===== src/rtl/pattern_serializer_pkg.sv =====
// Shared state encoding, default width and length clamp for pattern_serializer.
package pattern_serializer_pkg;

  typedef enum logic {
    S_IDLE  = 1'b0,
    S_SHIFT = 1'b1
  } state_e;

  localparam int DEFAULT_WIDTH = 8;

  // A length of 0, or one longer than the register, means a full-width pattern.
  function automatic int clamp_len(input int len, input int width);
    return (len == 0 || len > width) ? width : len;
  endfunction

endpackage


===== src/rtl/ser_bit_counter.sv =====
// Loadable down-counter for pattern_serializer; flags the final bit (count == 1).
module ser_bit_counter #(
  parameter int CNT_W = 4
) (
  input  logic             clock,
  input  logic             reset,
  input  logic             load_i,
  input  logic [CNT_W-1:0] load_val_i,
  input  logic             en_i,
  output logic             is_last_o
);

  logic [CNT_W-1:0] cnt_q;

  // Holds at 1 rather than reaching 0; the owner reloads before the next pass.
  always_ff @(posedge clock or posedge reset) begin
    if (reset) begin
      cnt_q <= '0;
    end else if (load_i) begin
      cnt_q <= load_val_i;
    end else if (en_i && cnt_q > CNT_W'(1)) begin
      cnt_q <= cnt_q - CNT_W'(1);
    end
  end

  assign is_last_o = (cnt_q == CNT_W'(1));

endmodule


===== src/rtl/pattern_serializer.sv =====
// Parallel-to-serial pattern source for the sequence detector's w input.
// Optional continuous replay of the loaded pattern with PATTERN_SERIALIZER_REPEAT_EN.
module pattern_serializer
  import pattern_serializer_pkg::*;
#(
  parameter int WIDTH = DEFAULT_WIDTH,
  parameter int CNT_W = $clog2(WIDTH + 1)
) (
  input  logic             clock,
  input  logic             reset,
  input  logic             load,
  input  logic [WIDTH-1:0] pattern,
  input  logic [CNT_W-1:0] length,
  input  logic             step,
`ifdef PATTERN_SERIALIZER_REPEAT_EN
  input  logic             repeat_en,
`endif
  output logic             ready,
  output logic             w_out,
  output logic             w_valid,
  output logic             done
);

  state_e           state_q;
  logic [WIDTH-1:0] sh_q;
  logic             ready_q;
  logic             done_q;

  logic [CNT_W-1:0] eff_len;
  logic [WIDTH-1:0] aligned;
  logic             load_ok;
  logic             is_last;
  logic             last_step;
  logic             repeat_go;
  logic [WIDTH-1:0] reload_pat;
  logic [CNT_W-1:0] reload_len;

  assign eff_len   = CNT_W'(clamp_len(int'(length), WIDTH));
  assign aligned   = pattern << (WIDTH - int'(eff_len));
  assign load_ok   = ready_q && load;
  assign last_step = (state_q == S_SHIFT) && step && is_last;

`ifdef PATTERN_SERIALIZER_REPEAT_EN
  logic [WIDTH-1:0] pat_sav_q;
  logic [CNT_W-1:0] len_sav_q;

  always_ff @(posedge clock or posedge reset) begin
    if (reset) begin
      pat_sav_q <= '0;
      len_sav_q <= '0;
    end else if (load_ok) begin
      pat_sav_q <= aligned;
      len_sav_q <= eff_len;
    end
  end

  assign repeat_go  = repeat_en;
  assign reload_pat = pat_sav_q;
  assign reload_len = len_sav_q;
`else
  assign repeat_go  = 1'b0;
  assign reload_pat = '0;
  assign reload_len = '0;
`endif

  ser_bit_counter #(.CNT_W(CNT_W)) u_cnt (
    .clock      (clock),
    .reset      (reset),
    .load_i     (load_ok || (last_step && repeat_go)),
    .load_val_i (load_ok ? eff_len : reload_len),
    .en_i       ((state_q == S_SHIFT) && step),
    .is_last_o  (is_last)
  );

  // ready is held low through reset and rises on the first edge after release.
  always_ff @(posedge clock or posedge reset) begin
    if (reset) begin
      state_q <= S_IDLE;
      sh_q    <= '0;
      ready_q <= 1'b0;
      done_q  <= 1'b0;
    end else begin
      done_q <= 1'b0;
      case (state_q)
        S_IDLE: begin
          ready_q <= 1'b1;
          if (load_ok) begin
            sh_q    <= aligned;
            ready_q <= 1'b0;
            state_q <= S_SHIFT;
          end
        end
        S_SHIFT: begin
          if (step) begin
            if (is_last) begin
              done_q <= 1'b1;
              if (repeat_go) begin
                sh_q <= reload_pat;
              end else begin
                sh_q    <= '0;
                ready_q <= 1'b1;
                state_q <= S_IDLE;
              end
            end else begin
              sh_q <= sh_q << 1;
            end
          end
        end
        default: state_q <= S_IDLE;
      endcase
    end
  end

  assign ready   = ready_q;
  assign w_out   = sh_q[WIDTH-1];
  assign w_valid = (state_q == S_SHIFT);
  assign done    = done_q;

endmodule


===== config.mk =====
export PLATFORM = sky130hd
export DESIGN_NAME = pattern_serializer
export DESIGN_NICKNAME = d
export VERILOG_FILES = /design/src/rtl/pattern_serializer_pkg.sv /design/src/rtl/ser_bit_counter.sv /design/src/rtl/pattern_serializer.sv
export SDC_FILE = /design/constraint.sdc
export NUM_CORES = 1
export LEC_CHECK = 0
export ABC_CLOCK_PERIOD_IN_PS = 1500
export BUFFER_PORTS_ARGS = -buffer_cell sky130_fd_sc_hd__buf_2
export CORE_MARGIN = 2
export CORE_UTILIZATION = 44
export CTS_CLUSTER_DIAMETER = 150
export CTS_CLUSTER_SIZE = 14
export DETAILED_ROUTE_END_ITERATION = 8
export PLACE_DENSITY_LB_ADDON = 0.05
export SETUP_SLACK_MARGIN = 0.2
export SLEW_MARGIN = 20
export SYNTH_ARGS = -nofsm -noshare
export SYNTH_HDL_FRONTEND = slang
export SYNTH_SLANG_ARGS = --single-unit

===== constraint.sdc =====
create_clock -name clock -period 1.5 [get_ports clock]
set_clock_uncertainty 0.05 [all_clocks]
set_input_delay 0.45 -clock clock [delete_from_list [all_inputs] [get_ports clock]]
set_output_delay 0.45 -clock clock [all_outputs]
set_load 0.01 [all_outputs]

======== Word-level counts from Yosys, hierarchy flattened ========
Index checks and enable logic that the tools add are counted.
word-level totals
  register bits after elaboration ......... 15
  output and inout port bits .............. 4
  word-level logic and storage cells ...... 41
  input bits .............................. 16
cells by class
  eq/ne operators ......................... 4
  order comparisons ....................... 2
  shift-type cells ........................ 1
  reductions and logical operators ........ 8
  bitwise logic cells ..................... 1
  add/sub/neg operators ................... 2
  muxes and demuxes ....................... 18
operators with widths
  cell                                                                    number
  8-bit by 32-bit left shift with 8-bit output                            1
  8-bit 2-to-1 mux                                                        3
  8-bit one-hot mux with 2 select lines                                   1
  4-bit 2-to-1 mux                                                        3
  1-bit 2-to-1 mux                                                        9
  4-bit by 4-bit subtractor with 5-bit output (first input constant)      1
  4-bit by 1-bit equality test with 1-bit output (second input constant)  1
  4-bit by 1-bit > comparator with 1-bit output (second input constant)   1
  4-bit > comparator (second input constant)                              1
  4-bit logical NOT                                                       1
  2-bit != test (second input constant)                                   2
  1-bit one-hot mux with 2 select lines                                   2
  2-bit AND reduction                                                     2
  4-bit by 1-bit subtractor with 4-bit output (second input constant)     1
  1-bit logical AND                                                       3
  2-bit by 1-bit != test with 1-bit output (second input constant)        1
  2-bit nonzero test                                                      1
  1-bit logical OR                                                        1
  1-bit inverter                                                          1

======== Depth between registers and ports, before layout ========
  depth after elaboration ................. 7
  mapped depth ............................ 8
  depth with buffers taken out ............ 7

======== Hierarchy ========
From an unflattened synthesis, not the netlist that was laid out.
second synthesis, totals
  cells, all modules ...................... 145
  area, all modules ....................... 1278.7 µm²
modules (own cells, without submodules)
  module              area each (µm²)  cells an instance  sequential area each (µm²)  instances
  pattern_serializer  974.7            110                275.3                       1
  ser_bit_counter     304.0            35                 100.1                       1

======== Worst setup path before layout ========
OpenSTA, ideal clock, no wires.
  path kind ............................... input to register
  start point ............................. input port length[0]
  end point ............................... register sh_q[1]
  buffers on the path ..................... 1
  arrival ................................. 1672 ps
  setup time .............................. 126 ps
  required time ........................... 1324 ps
  path slack .............................. -348 ps
  cell stages on the path ................. 8
  cells stage by stage .................... nor2b_4 inv_4 ha_1 buf_2 xnor2_2 nor3_2 a221oi_1 nor2_1
between the ends
  word-level cells in the longest chain between the ends .. 7
  elaborated cells between the ends (all ways) .. 8
  classes of those cells .................. add/sub: 1; order compare: 1; shift: 1; mux: 3; reduce/logical: 2
RTL lines
  item                                                     line                          text
  start, declared                                          pattern_serializer.sv:13      input logic [CNT_W-1:0] length,
  4-bit > comparator or 4-bit logical NOT (tied branches)  pattern_serializer_pkg.sv:13  return (len == 0 || len > width) ? width : len;
  1-bit logical OR                                         pattern_serializer_pkg.sv:13
  4-bit 2-to-1 mux *                                       pattern_serializer_pkg.sv:13
  4-bit by 4-bit subtractor with 5-bit output *            pattern_serializer.sv:39      assign aligned = pattern << (WIDTH - int'(eff_len));
  8-bit by 32-bit left shift with 8-bit output *           pattern_serializer.sv:39
  8-bit 2-to-1 mux *                                       pattern_serializer.sv:87      if (load_ok) begin
  8-bit one-hot mux with 2 select lines *                  pattern_serializer.sv:84      case (state_q)
  end signal, assigned                                     pattern_serializer.sv:88      sh_q <= aligned;
  end signal, assigned                                     pattern_serializer.sv:98      sh_q <= reload_pat;
  end signal, assigned                                     pattern_serializer.sv:105     sh_q <= sh_q << 1;
  end, declared                                            pattern_serializer.sv:25      logic [WIDTH-1:0] sh_q;
Every way passes the cells marked *; elsewhere a longest branch is shown, timed or not. The select of a mux whose other input is x is not followed.
A chain may end at the register's enable or synchronous reset.

======== Worst setup path after layout ========
  start point ............................. register u_cnt.cnt_q[0]
  end point ............................... register u_cnt.cnt_q[0]
between the ends
  word-level cells in the longest chain between the ends .. 3
  elaborated cells between the ends (all ways) .. 6
  classes of those cells .................. add/sub: 1; order compare: 1; mux: 2; reduce/logical: 2
RTL lines
  item                                                                                                          line                                          text
  start, declared                                                                                               ser_bit_counter.sv:13                         logic [CNT_W-1:0] cnt_q;
  start signal, assigned                                                                                        ser_bit_counter.sv:20                         cnt_q <= load_val_i;
  start signal, assigned                                                                                        ser_bit_counter.sv:22                         cnt_q <= cnt_q - CNT_W'(1);
  4-bit by 1-bit subtractor with 4-bit output or 4-bit by 1-bit > comparator with 1-bit output (tied branches)  ser_bit_counter.sv:22, ser_bit_counter.sv:21
  4-bit 2-to-1 mux or 1-bit logical AND (tied branches)                                                         ser_bit_counter.sv:21                         end else if (en_i && cnt_q > CNT_W'(1)) begin
  4-bit 2-to-1 mux or 2-bit nonzero test (tied branches)                                                        n/a
Several ways; a longest one is shown, not always the timed one. The select of a mux whose other input is x is not followed.

==> metrics <==
syn_area_per_cell=8.474 um^2; die area=0.002962 mm^2; FF-to-FF Start=u_cnt.cnt_q[0]$_DFFE_PP0P_; Primary FF master, synth=dfrtp_1; overall routing resource usage=0.2434; Inst Count DP=205; # setup viols final=8; Die W=54.42 um; critical path's most frequent cell=buf_6; Worst-path clk slew=0.09 ns; Synth Register Bits=15; WS Path Type=reg2reg; vias post-DR=1226; Reg power frac=0.274; Comb power frac=0.637; Worst Path Arrival=1.70 ns; status=finished, violations left; R2R Path End=u_cnt.cnt_q[0]$_DFFE_PP0P_; Switching Share=0.3937; routability cong.=0.8413; diode count=0; Clk pwr share=0.089; Power, Total=0.002589 W; DRT Pass-1 Iters=4; Post-synth EDFFs=0; Cell Chain, Critical Path=buf_6 -> inv_4 -> ha_4 -> nor2_2 -> o311ai_4 -> buf_6 -> xnor2_2 -> a21oi_1; Cells after Synth=132; Initial Utilization=0.4599; layout cells sized above 1=0.5211; Final Hold Viols=0; Synth area leaders=dfrtp_1, nand3_1, nor2_1, a21oi_1, ha_1; first-pass GRT wire length=5175 um; Synth top area share=0.3356; RSZ-0062 raised after global routing=true; vias in the first global route=1206; top-count cell post-synth=nor2_1; CP Launch Type=flop; wire per inst=14.87 um; initial antenna violation count=0; CP required=1.63 ns; max cap viols=0; hold crit path type=in2async; antenna viol nets, final=0; dpl ws=-0.3486 ns; fin crit share=1.047; failing checks=negative setup slack; # port buffers=19; placed cell area=0.001486 mm^2; worst reg-to-reg path cell count=8; IO Count=20; final worst slack=-0.07041 ns; R2R setup slack=-0.07 ns; final core utilization=0.7325; row count=18; CP max stage cell=dfrtp_1; CTS tree=yes; core area=0.002432 mm^2; Syn-to-layout area delta=59.28%; Syn Nets=151; final net count=210; drc violations=0; LEAKAGE=0.8066 nW; largest net degree at the start of global routing=16; Unique masters post-synth=43; Sink Count=15; sequential area share after synthesis=0.3356; peak supply drop=873.4 uV; cts bufs inserted=3; CP Capture Type=flop; synthesized area=0.001119 mm^2; relative slew slack=0.7895; Worst-Margin Slew=0.3150 ns; Internal Power=0.001569 W; Routed WL=3272 um; clk root buf=clkbuf_4; Non-Filler Cell Area, Final=0.001782 mm^2; fmax=636.8 MHz; grt ovf=0; post-synthesis async set-or-reset flop share=1.000; Post-synth top cells=nor2_1, dfrtp_1, nand3_1, a21oi_1, nand2_1; DR iter-0 viols=24; Final Instance Count excl. Fillers=220; CP max FO=3; P_sw=0.001019 W; Yosys top cell by area=dfrtp_1; Longest Clk Path Bufs=2; H-tree depth=1; final worst path period need=1.570 ns; Detail Placement HPWL=2223 um; chip height=54.42 um; CP max stage delay=0.41 ns; yosys synthesis warning count=0; Clock Latency Late Sink=0.28 ns; vias per inst=5.573; Max Slew Vio Count=0; PD cells=1453 mW/mm^2
==> metrics by stage <==
| stage | TNS [ns] | hold WS [ns] |
|---|---|---|
| floorplan | -1.498 | 0.3015 |
| global placement | -2.680 | 0.4074 |
| detailed placement | -2.844 | 0.4127 |
| CTS | -0.09009 | 0.1020 |
| global route | -1.070 | 0.1111 |
| finish | -0.3189 | 0.1040 |
==> registers in the layout, indices dropped and copies added, names as in the netlist <==
name / cells
sh_q: 8
w_valid: 1
ready: 1
u_cnt.cnt_q: 4
done: 1
==> power groups by stage <==
stage	clock (W)	combinational [W]	sequential, W
global placement	0	0.00113	0.000687
detailed placement	0	0.00116	0.000688
global route	0.000257	0.00177	0.000725
finish	0.000230	0.00165	0.000710
floorplan	0	0.000678	0.000709
CTS	0.000236	0.00155	0.000700
==> critical path, delay by kind of cell (launching register included) <==
family,cells,cell delay [ns]
compound gates,2,0.37
xor+xnor,1,0.10
fa+ha+maj,1,0.14
buf+inv,3,0.34
flops,1,0.41
simple gates,1,0.04
==> per-layer routing <==
layer  share of wire  routed length, um  up-vias  global-route usage
met1            0.43               1408      594              0.2898
met4           0.012                 39        0             0.08333
met5               0                  0        -                   0
met2            0.53               1727       28              0.4378
li1                -                  -      598                   -
met3           0.030                 97        6             0.04098
==> worst max-delay path by stage <==
stage / startpoint / to / slack, ns
floorplan: length[0] / sh_q[1]$_DFFE_PP0P_ / -0.21
global placement: length[3] / sh_q[2]$_DFFE_PP0P_ / -0.38
detailed placement: length[3] / sh_q[2]$_DFFE_PP0P_ / -0.35
CTS: u_cnt.cnt_q[0]$_DFFE_PP0P_ / u_cnt.cnt_q[0]$_DFFE_PP0P_ / -0.05
global route: u_cnt.cnt_q[1]$_DFFE_PP0P_ / sh_q[4]$_DFFE_PP0P_ / -0.13
finish: u_cnt.cnt_q[0]$_DFFE_PP0P_ / u_cnt.cnt_q[0]$_DFFE_PP0P_ / -0.07
==> cell families after synthesis <==
kind of cell    Yosys count  share of synthesized area
fa+ha+maj                 3                    0.03356
mux                       1                   0.008949
simple gates             62                     0.2975
flops                    15                     0.3356
xor+xnor                  5                    0.04587
buf+inv                  11                    0.04474
compound gates           35                     0.2338
==> final cells by class <==
type	instances	area, um^2
clock buffer	4	26.28
fill	183	650.6
inverter	5	23.77
multi-input combinational	106	874.6
sequential	15	375.4
tap	30	37.54
timing repair buffer	60	444.2
==> layout by cell type, fill, tap and decap left out, types with 2 or more instances in the layout <==
master | Yosys | routed
a32oi_1 | 2 | 2
nand3b_1 | 3 | 3
nor2_1 | 17 | 15
a31oi_1 | 5 | 3
clkbuf_4 | 0 | 3
a41oi_2 | 2 | 2
inv_1 | 4 | 2
buf_2 | 3 | 16
ha_4 | 0 | 2
o211ai_1 | 2 | 2
a21oi_2 | 0 | 3
dfrtp_1 | 15 | 15
inv_4 | 1 | 2
a22o_1 | 2 | 2
buf_4 | 0 | 36
nor2_2 | 0 | 2
nor2b_4 | 1 | 3
a21oi_1 | 11 | 8
nand2_1 | 10 | 9
and3b_1 | 4 | 4
nand3_2 | 0 | 2
o21ai_1 | 0 | 2
buf_6 | 0 | 7
nand3_1 | 15 | 13
==> timing repair <==
item                       in CTS  in global routing
setup buffers                   8                  3
pin swaps                      17                  4
gates cloned                    0                  0
resized for setup              39                  4
hold buffers                    0                  0
setup endpoints to repair      18                 18
hold endpoints to repair        0                  0
(Power assumes the default switching activity.)
